File: config.mk
export PLATFORM = sky130hd
export DESIGN_NAME = axis_array_traffic_generator_flat
export DESIGN_NICKNAME = d
export VERILOG_FILES = /design/src/rtl/axis_array_traffic_generator_if.sv /design/src/rtl/axis_array_traffic_generator.sv /design/src/flat_wrapper.sv
export SDC_FILE = /design/constraint.sdc
export NUM_CORES = 1
export LEC_CHECK = 0
export CAP_MARGIN = 20
export CORE_UTILIZATION = 30
export DETAILED_ROUTE_END_ITERATION = 10
export PLACE_DENSITY = 0.57
export RECOVER_POWER = 50
export SLEW_MARGIN = 20
export SYNTH_ARGS = -nofsm -noshare
export SYNTH_HDL_FRONTEND = slang
export SYNTH_SLANG_ARGS = --single-unit
File: constraint.sdc
create_clock -name clk -period 4.8 [get_ports clk]
set_clock_uncertainty 0.1 [all_clocks]
set_input_delay 1.2 -clock clk [delete_from_list [all_inputs] [get_ports clk]]
set_output_delay 1.2 -clock clk [all_outputs]
set_load 0.1 [all_outputs]
File: src/rtl/axis_array_traffic_generator_if.sv
// AXIS bundle for the traffic generator array: one packed slice per port on every signal.
interface axis_array_traffic_generator_if #(
  parameter int unsigned NUM_PORTS  = 1,
  parameter int unsigned DATA_WIDTH = 64,
  parameter int unsigned USER_WIDTH = 8
);
  logic [NUM_PORTS-1:0]                 tvalid;
  logic [NUM_PORTS-1:0]                 tready;
  logic [NUM_PORTS-1:0]                 tlast;
  logic [NUM_PORTS-1:0][DATA_WIDTH-1:0] tdata;
  logic [NUM_PORTS-1:0][DATA_WIDTH/8-1:0] tkeep;
  logic [NUM_PORTS-1:0][USER_WIDTH-1:0] tuser;

  modport master (output tvalid, tlast, tdata, tkeep, tuser, input tready);
  modport slave  (input tvalid, tlast, tdata, tkeep, tuser, output tready);
endinterface

File: src/rtl/axis_array_traffic_generator.sv
// Multi-port AXIS traffic source: each port runs an independent counter FSM emitting bursts
// whose byte k of packet n is (n + k) mod 256, so sinks can regenerate data without storage.
module axis_array_traffic_generator #(
  parameter int unsigned NUM_PORTS     = 1,
  parameter int unsigned DATA_BYTES    = 8,
  parameter int unsigned MAX_LEN_BYTES = 9600,
  parameter int unsigned CNT_WIDTH     = 32,
  parameter int unsigned GAP_WIDTH     = 16,
  parameter int unsigned USER_WIDTH    = 8
) (
  input  logic                                 clk,
  input  logic                                 sreset,
  axis_array_traffic_generator_if.master       axis_packet_out,
  input  logic [NUM_PORTS-1:0]                 start,
  input  logic [NUM_PORTS-1:0]                 stop,
  input  logic [NUM_PORTS-1:0][15:0]           cfg_len_bytes,
  input  logic [NUM_PORTS-1:0][CNT_WIDTH-1:0]  cfg_num_packets,
  input  logic [NUM_PORTS-1:0][GAP_WIDTH-1:0]  cfg_gap_cycles,
  input  logic [NUM_PORTS-1:0][USER_WIDTH-1:0] cfg_user,
  output logic [NUM_PORTS-1:0]                 busy,
  output logic [NUM_PORTS-1:0][CNT_WIDTH-1:0]  packets_sent
);
  localparam int unsigned DataWidth = DATA_BYTES * 8;
  localparam logic [15:0] LaneBytes = 16'(DATA_BYTES);
  localparam logic [15:0] MaxLen    = 16'(MAX_LEN_BYTES);

  typedef enum logic [1:0] {StIdle, StSend, StGap} state_e;

  if (NUM_PORTS == 0) begin : g_bad_ports
    $error("NUM_PORTS must be greater than zero");
  end

  logic [NUM_PORTS-1:0]                 tvalid_all;
  logic [NUM_PORTS-1:0]                 tlast_all;
  logic [NUM_PORTS-1:0][DataWidth-1:0]  tdata_all;
  logic [NUM_PORTS-1:0][DATA_BYTES-1:0] tkeep_all;
  logic [NUM_PORTS-1:0][USER_WIDTH-1:0] tuser_all;

  for (genvar p = 0; p < NUM_PORTS; p++) begin : g_port
    state_e                state_q, state_d;
    logic [15:0]           len_q, len_d, rem_q, rem_d;
    logic [7:0]            off_q, off_d, pkt_q, pkt_d;
    logic [CNT_WIDTH-1:0]  num_q, num_d, sent_q, sent_d;
    logic [GAP_WIDTH-1:0]  gap_q, gap_d, gap_cnt_q, gap_cnt_d;
    logic [USER_WIDTH-1:0] user_q, user_d;
    logic                  stop_q, stop_d;
    logic                  last_beat;
    logic [15:0]           start_len;
    logic                  valid, last;
    logic [DataWidth-1:0]  data;
    logic [DATA_BYTES-1:0] keep;
    logic [USER_WIDTH-1:0] user;

    // rem_q counts bytes still to send in the packet, so the final beat needs no division.
    assign last_beat = rem_q <= LaneBytes;
    assign start_len = (cfg_len_bytes[p] > MaxLen) ? MaxLen : cfg_len_bytes[p];

    always_ff @(posedge clk) begin
      if (sreset) begin
        state_q   <= StIdle;
        len_q     <= '0;
        rem_q     <= '0;
        off_q     <= '0;
        pkt_q     <= '0;
        num_q     <= '0;
        sent_q    <= '0;
        gap_q     <= '0;
        gap_cnt_q <= '0;
        user_q    <= '0;
        stop_q    <= 1'b0;
      end else begin
        state_q   <= state_d;
        len_q     <= len_d;
        rem_q     <= rem_d;
        off_q     <= off_d;
        pkt_q     <= pkt_d;
        num_q     <= num_d;
        sent_q    <= sent_d;
        gap_q     <= gap_d;
        gap_cnt_q <= gap_cnt_d;
        user_q    <= user_d;
        stop_q    <= stop_d;
      end
    end

    always_comb begin
      state_d   = state_q;
      len_d     = len_q;
      rem_d     = rem_q;
      off_d     = off_q;
      pkt_d     = pkt_q;
      num_d     = num_q;
      sent_d    = sent_q;
      gap_d     = gap_q;
      gap_cnt_d = gap_cnt_q;
      user_d    = user_q;
      stop_d    = stop_q;
      case (state_q)
        StIdle: begin
          stop_d = 1'b0;
          if (start[p] && cfg_len_bytes[p] != '0) begin
            state_d = StSend;
            len_d   = start_len;
            rem_d   = start_len;
            off_d   = '0;
            pkt_d   = '0;
            num_d   = cfg_num_packets[p];
            gap_d   = cfg_gap_cycles[p];
            user_d  = cfg_user[p];
            sent_d  = '0;
            // A stop arriving with start is held until the first packet ends.
            stop_d  = stop[p];
          end
        end
        StSend: begin
          stop_d = stop_q | stop[p];
          if (axis_packet_out.tready[p]) begin
            if (last_beat) begin
              sent_d = sent_q + CNT_WIDTH'(1);
              pkt_d  = pkt_q + 8'd1;
              off_d  = '0;
              rem_d  = len_q;
              if (stop_q || stop[p] || (num_q != '0 && sent_d == num_q)) begin
                state_d = StIdle;
              end else if (gap_q != '0) begin
                state_d   = StGap;
                gap_cnt_d = gap_q;
              end
            end else begin
              off_d = off_q + 8'(DATA_BYTES);
              rem_d = rem_q - LaneBytes;
            end
          end
        end
        StGap: begin
          if (stop_q || stop[p]) begin
            state_d = StIdle;
          end else if (gap_cnt_q == GAP_WIDTH'(1)) begin
            state_d = StSend;
          end else begin
            gap_cnt_d = gap_cnt_q - GAP_WIDTH'(1);
          end
        end
        default: state_d = StIdle;
      endcase
    end

    // Outputs are forced to zero whenever no beat is offered.
    always_comb begin
      valid = (state_q == StSend);
      data  = '0;
      keep  = '0;
      last  = 1'b0;
      user  = '0;
      if (valid) begin
        last = last_beat;
        user = user_q;
        for (int i = 0; i < DATA_BYTES; i++) begin
          if (!last_beat || 16'(i) < rem_q) begin
            keep[i]        = 1'b1;
            data[8*i +: 8] = pkt_q + off_q + 8'(i);
          end
        end
      end
    end

    assign tvalid_all[p]   = valid;
    assign tlast_all[p]    = last;
    assign tdata_all[p]    = data;
    assign tkeep_all[p]    = keep;
    assign tuser_all[p]    = user;
    assign busy[p]         = (state_q != StIdle);
    assign packets_sent[p] = sent_q;
  end

  assign axis_packet_out.tvalid = tvalid_all;
  assign axis_packet_out.tlast  = tlast_all;
  assign axis_packet_out.tdata  = tdata_all;
  assign axis_packet_out.tkeep  = tkeep_all;
  assign axis_packet_out.tuser  = tuser_all;
endmodule

File: src/flat_wrapper.sv
// flat-port wrapper written by rule: the top's interface ports become plain ports
module axis_array_traffic_generator_flat 
#(
  parameter int unsigned NUM_PORTS     = 1,
  parameter int unsigned DATA_BYTES    = 8,
  parameter int unsigned MAX_LEN_BYTES = 9600,
  parameter int unsigned CNT_WIDTH     = 32,
  parameter int unsigned GAP_WIDTH     = 16,
  parameter int unsigned USER_WIDTH    = 8
)
  (clk, sreset, start, stop, cfg_len_bytes, cfg_num_packets, cfg_gap_cycles, cfg_user, busy, packets_sent, axis_packet_out_tvalid, axis_packet_out_tlast, axis_packet_out_tdata, axis_packet_out_tkeep, axis_packet_out_tuser, axis_packet_out_tready);
  axis_array_traffic_generator_if #(.NUM_PORTS(NUM_PORTS), .DATA_WIDTH((8)*8), .USER_WIDTH(USER_WIDTH)) axis_packet_out_i ();
  input  logic clk;
  input  logic sreset;
  input  logic [NUM_PORTS-1:0] start;
  input  logic [NUM_PORTS-1:0] stop;
  input  logic [NUM_PORTS-1:0][15:0] cfg_len_bytes;
  input  logic [NUM_PORTS-1:0][CNT_WIDTH-1:0] cfg_num_packets;
  input  logic [NUM_PORTS-1:0][GAP_WIDTH-1:0] cfg_gap_cycles;
  input  logic [NUM_PORTS-1:0][USER_WIDTH-1:0] cfg_user;
  output logic [NUM_PORTS-1:0] busy;
  output logic [NUM_PORTS-1:0][CNT_WIDTH-1:0] packets_sent;
  output wire logic [$bits(axis_packet_out_i.tvalid)-1:0] axis_packet_out_tvalid;
  output wire logic [$bits(axis_packet_out_i.tlast)-1:0] axis_packet_out_tlast;
  output wire logic [$bits(axis_packet_out_i.tdata)-1:0] axis_packet_out_tdata;
  output wire logic [$bits(axis_packet_out_i.tkeep)-1:0] axis_packet_out_tkeep;
  output wire logic [$bits(axis_packet_out_i.tuser)-1:0] axis_packet_out_tuser;
  input wire logic [$bits(axis_packet_out_i.tready)-1:0] axis_packet_out_tready;
  assign axis_packet_out_tvalid = axis_packet_out_i.tvalid;
  assign axis_packet_out_tlast = axis_packet_out_i.tlast;
  assign axis_packet_out_tdata = axis_packet_out_i.tdata;
  assign axis_packet_out_tkeep = axis_packet_out_i.tkeep;
  assign axis_packet_out_tuser = axis_packet_out_i.tuser;
  assign axis_packet_out_i.tready = axis_packet_out_tready;
  axis_array_traffic_generator #(.NUM_PORTS(NUM_PORTS), .DATA_BYTES(DATA_BYTES), .MAX_LEN_BYTES(MAX_LEN_BYTES), .CNT_WIDTH(CNT_WIDTH), .GAP_WIDTH(GAP_WIDTH), .USER_WIDTH(USER_WIDTH)) u_core (.clk(clk), .sreset(sreset), .axis_packet_out(axis_packet_out_i), .start(start), .stop(stop), .cfg_len_bytes(cfg_len_bytes), .cfg_num_packets(cfg_num_packets), .cfg_gap_cycles(cfg_gap_cycles), .cfg_user(cfg_user), .busy(busy), .packets_sent(packets_sent));
endmodule
Word level (Yosys, flattened, before mapping)
Index checks and enable logic that the tools add are counted.
{ "word_totals": {"reg_bits": 155, "in_bits": 77, "word_cells": 126} }
{ "classes": {"n_eq_ne": 13, "addsub": 13, "bitwise_logic": 1, "reduce_logical": 25, "n_mux": 53, "n_lt_le_gt_ge": 10} }
{ "op_table": {"columns": ["cell", "n"], "rows": [
  ["$mux W16", 10],
  ["$mux W8", 15],
  ["$mux W32", 3],
  ["$lt A3 B16 Y1 const A", 4],
  ["$mux W64", 1],
  ["$pmux W16 S2", 2],
  ["$pmux W32 S2", 1],
  ["$add A32 B1 Y32 const B", 1],
  ["$add A8 B3 Y8 const B", 4],
  ["$eq A32 B32 Y1", 1],
  ["$lt A1 B16 Y1 const A", 2],
  ["$lt A2 B16 Y1 const A", 2],
  ["$pmux W8 S2", 2],
  ["$reduce_bool A16 Y1", 2],
  ["$reduce_bool A32 Y1", 1],
  ["$add A8 B1 Y8 const B", 2],
  ["$add A8 B2 Y8 const B", 2],
  ["$eq A16 B1 Y1 const B", 1],
  ["$gt A16 B14 Y1 const B", 1],
  ["$le A16 B4 Y1 const B", 1],
  ["$sub A16 B1 Y16 const B", 1],
  ["$sub A16 B4 Y16 const B", 1],
  ["$mux W2", 7],
  ["$logic_or A1 B1 Y1", 10],
  ["20 further kinds", 38]
]} }

Logic depth before layout (Yosys ltp)
{ "logic_depth": {"ltp_word": 8, "mapped_depth": 12} }

Worst setup path after synthesis
Ideal clock, no wire load.
{ "synth_path": {"path_kind": "flip-flop to output port", "startpoint": "register u_core.g_port[0].rem_q[8]", "endpoint": "output axis_packet_out_tdata[4]", "arrival_ns": 3.989, "n_path_buf": 1, "stages_incl_launch_ff": 7, "path_slack_ns": -0.489, "required_ns": 3.500, "cell_sequence": "dfxtp_1 -> clkbuf_1 -> nor4_1 -> nand4_1 -> nor2_1 -> a21oi_1 -> nor2b_1"} }
{ "synth_via": {"elab_chain_len": 5, "elab_cells_between_ends": 6} }
{ "synth_lines": {"columns": ["element", "line", "source"], "rows": [
  ["from (decl)", "axis_array_traffic_generator.sv:41", "logic [15:0] len_q, len_d, rem_q, rem_d;"],
  ["from (signal assigned)", "axis_array_traffic_generator.sv:74", "rem_q <= rem_d;"],
  ["$le A16 B4 Y1", "axis_array_traffic_generator.sv:55", "assign last_beat = rem_q <= LaneBytes;"],
  ["$logic_not A1 Y1", "axis_array_traffic_generator.sv:159", "if (!last_beat || 16'(i) < rem_q) begin"],
  ["$logic_or A1 B1 Y1 (*)", "axis_array_traffic_generator.sv:159", null],
  ["$mux W8 (*)", "axis_array_traffic_generator.sv:159", null],
  ["$mux W64 (*)", "axis_array_traffic_generator.sv:155", "if (valid) begin"],
  ["to (decl)", "flat_wrapper.sv:25", "output wire logic [$bits(axis_packet_out_i.tdata)-1:0] axis_packet_out_tdata;"]
]} }
Mark *: on every way between the ends. The rest lies on a longest branch, timed or not.

Worst setup path after layout
{ "layout_path": {"startpoint": "register u_core.g_port[0].rem_q[12]", "endpoint": "output axis_packet_out_tkeep[0]"} }
{ "layout_via": {"elab_chain_len": 5, "elab_cells_between_ends": 6} }
{ "layout_lines": {"columns": ["element", "line", "source"], "rows": [
  ["$le A16 B4 Y1", "axis_array_traffic_generator.sv:55", null],
  ["$logic_not A1 Y1", "axis_array_traffic_generator.sv:159", null],
  ["$logic_or A1 B1 Y1 (*)", "axis_array_traffic_generator.sv:159", null],
  ["$mux W1 (*)", "axis_array_traffic_generator.sv:159", null],
  ["$mux W8 (*)", "axis_array_traffic_generator.sv:155", null],
  ["to (decl)", "flat_wrapper.sv:26", "output wire logic [$bits(axis_packet_out_i.tkeep)-1:0] axis_packet_out_tkeep;"]
]} }
Marks and branches as above.

==> results <==
- The number of enable flip-flop cells after synthesis is 0.
- The number of max-slew violations in the final report is 0.
- After clock tree synthesis, the clock-pin slew on the worst setup and hold paths is 60 ps.
- For the final routed database, the setup TNS stands at 0 ps.
- The deepest level of the CTS H-tree is 4.
- The post-synthesis to final-layout area growth is 29.4%.
- The tightest min-delay check is of the flip-flop to flip-flop type.
- For this configuration, the core starts out at a cell density of between 30% and 40%.
- The largest vdd supply drop is 0.231 mV.
- The number of optimization iterations in the first detailed-route pass is 6.
- STA puts the critical path data arrival time at 3070 ps.
- The number of cells after detailed placement is approximately 1.8k.
- TritonCTS built the clock tree.
- For this run, the top clock speed supported by timing is 229 MHz.
- The number of fillers in the final layout is 3119.
- Signal routing reaches up to met4.
- For this design the static power due to leakage is 4.58 nW.
- The endpoint class of the critical path is an output pin.
- The total overflow reported by the global router is 0.
- After legalization and detailed placement, the total HPWL measured roughly 22 mm.
- The sequential area share after synthesis is 33.2%.
- The netlist uses 69 different library cells.
- The worst path in the final design needs a cycle of approximately 4400 ps, including I/O delays and setup.
- In the final layout, the multi-input gates occupy 0.00572 mm^2.
- The part of the cycle the worst path needs is 91.0%.
- Routability-driven placement finished with a final weighted congestion of just under 0.9.
- In the final routed layout, each cell accounts on average for 16.6 um.
- The cell area that synthesis handed to floorplanning was 0.00917 mm^2.
- The die covers 0.0313 mm^2.
- The via count of the first global-routing pass is between 8k and 9k.
- 192 I/O pins were placed.
- Counting flops and latches in the post-synthesis netlist gives 152.
- The amount of wire on met2 after detailed routing is 14.0 mm.
- In this run the power density over the cells is 323 mW/mm^2.
- The flow ran to the end, and the final reports show no timing, DRC or antenna violations.
- The post-cts sizing count is 0.
- The highest fanout seen on the critical path is 9.
- Cells with a size suffix above 1 make up 10.2% of the layout.
- After clock tree synthesis, the flow added hold-fix buffers numbering 0.
- The tree built by TritonCTS fans out to 152 sinks.
- In the routed design, unresolved DRC markers number 0.
- In this run the tightest slew margin relative to its limit is between 1 and 1.5%.
- Row generation in the floorplan step produced 63 rows.
- The number of antenna violations at the first check in global routing was 0.
- Max-cap violations in this run came to 0.
- In this run the vertical extent of the chip is 177 um.
- The count of nets left with antenna violations once routing finished came out at 0.
- The proportion of register bits with asynchronous set or reset after synthesis is 0%.
- For the pin with the worst max-slew slack, the measured transition is 1480 ps.
- After the last flow step, the layout net total stands at 1508.
- The startpoint type of the worst setup path is a flip-flop.
- The via count normalized by instance count is 5.17.
- The number of hold-slack violations in the final timing report is 0.
- The total chip power is 3.84 mW.
- Across every metal layer, demand over resource in global routing totals 19.2%.
- The cell count after synthesis came out at 1249.
- The tree is rooted in a clkbuf_16.
- The Yosys step of the flow raised 0 warnings.
- The via count of the routed design is roughly 9.4k.
- The longest clock path from root to sink contains 2 buffers.
- Registers take between 0.003 and 0.004 mm^2.
- The routed design uses 1.52 mm of met3 wire.
- After detailed routing, the wire length on met1 is 14.1 mm.
- The horizontal extent of the die is 177 um.
- The number of nets in the synthesized netlist is around 1.3k.
- The clock latency on the worst-skew pair is 430 ps.
- Buffers added to address setup during post-CTS repair amount to 0.
- The total setup violations reported at the end of the flow is 0.
- On the final layout, the worst hold slack is 349 ps.
- The critical path is of the flip-flop to output pin type.
- The finished layout holds 1811 standard cells, fillers aside.
- TritonCTS created 17 clock buffers.
- For flop-to-flop paths, the worst setup slack is approximately 800 ps.
- The count of antenna diodes in the layout is 0.
- The iteration-0 DRC count of the detailed router is 761.
- The final routed wirelength across all metal layers is 30.1 mm.
- The average cell area after synthesis is between 7 and 8 um^2.
- Setup repair after global routing left no endpoint under its margin.
- The area inside the core boundary is 0.0299 mm^2.
- Among all flip-flop cells after synthesis, the most frequent one is dfxtp_1.
- In this run the tool buffered the top-level ports with 191 buffer cells.
- The worst path required time is 3500 ps.
- The maximum number of pins on one net before global-route repair is 80.
- The first-pass GRT wire length is 47.8 mm.
[cells in the mapped netlist (all sizes together), types with 18 or more instances]
cell	number	area, um^2
nand2	211	792
ha	22	275
and3	18	113
clkbuf	60	226
xnor2	62	543
nand4	29	224
nand3	28	153
inv	30	113
dfxtp	152	3040
nor4	34	277
o21ai	63	315
a21oi	134	671
nor3	36	191
nor2	156	586
xor2	34	298
and2	23	144
[final cells by class]
| cell class | count | area share [%] |
|---|---|---|
| Sequential cell | 152 | 25.6 |
| Tap cell | 390 | 4.11 |
| Inverter | 31 | 0.980 |
| Clock inverter | 13 | 1.29 |
| Multi-Input combinational cell | 992 | 48.2 |
| Timing Repair Buffer | 215 | 16.1 |
| Clock buffer | 18 | 3.70 |
[power by group]
group | internal (mW) | switching [mW] | leakage (nW)
registers | 1.33 | 0.0733 | 1.24
logic | 0.314 | 0.746 | 3.05
clock network | 0.826 | 0.548 | 0.292
total | 2.47 | 1.37 | 4.58
[critical path: stages, from the launching register on]
cell and delay [ps]:
dfxtp_1 360, nor4_1 550, nand4_1 330, nor2_1 260
a21oi_2 160, clkdlybuf4s50_1 990
[cell usage in the layout, fill, tap and decap left out, drive strengths merged, types with 22 or more instances in the layout]
cell type	instances
a21oi	134
and2	23
buf	93
clkbuf	31
clkdlybuf4s50	75
dfxtp	152
dlygate4sd3	34
ha	22
inv	32
nand2	211
nand3	28
nand4	29
nor2	156
nor3	36
nor4	34
o21ai	63
xnor2	62
xor2	34
[worst paths after layout]
| path | startpoint | end | depth (start not counted) |
|---|---|---|---|
| hold / removal | u_core.g_port[0].len_q[15]$_SDFFE_PP0P_ | u_core.g_port[0].len_q[15]$_SDFFE_PP0P_ | 2 |
| setup / recovery | u_core.g_port[0].rem_q[12]$_SDFFE_PP0P_ | axis_packet_out_tkeep[0] | 5 |
| setup reg to reg | u_core.packets_sent[4]$_SDFFE_PP0P_ | u_core.g_port[0].gap_cnt_q[9]$_SDFFE_PP0P_ | 10 |
| hold reg to reg | u_core.g_port[0].len_q[15]$_SDFFE_PP0P_ | u_core.g_port[0].len_q[15]$_SDFFE_PP0P_ | 2 |
[layer usage]
layer | global-route usage (%) | vias to the layer above
met1 | 25.6 | 4339
met3 | 2.81 | 40
met4 | 5.78 | 0
met2 | 31.9 | 295
met5 | 0 | -
li1 | - | 4683
[sequential cells by signal, indices dropped and copies added (netlist names)]
name / cells
u_core.g_port.len_q: 16
u_core.g_port.pkt_q: 8
u_core.g_port.num_q: 32
u_core.g_port.gap_q: 16
u_core.g_port.state_q: 2
u_core.g_port.gap_cnt_q: 16
u_core.g_port.off_q: 5
u_core.packets_sent: 32
u_core.g_port.user_q: 8
u_core.g_port.rem_q: 16
u_core.g_port.stop_q: 1
[cells by family after synthesis]
logic type      synth area share [%]
simple gates                    31.2
xor+xnor                        9.41
buf+inv                         4.54
flops                           33.2
mux                            0.218
compound gates                  18.4
fa+ha+maj                       3.00
[through the flow]
step	utilization (%)	setup WS (ps)	cell area (um^2)
after floorplan	-	229	9180
after global placement	37.9	682	11300
after detailed placement	37.9	623	11300
after CTS	39.9	427	11900
after global routing	39.7	359	11900
final	39.7	432	11900
Note: power is estimated with default switching activity, not from simulation.
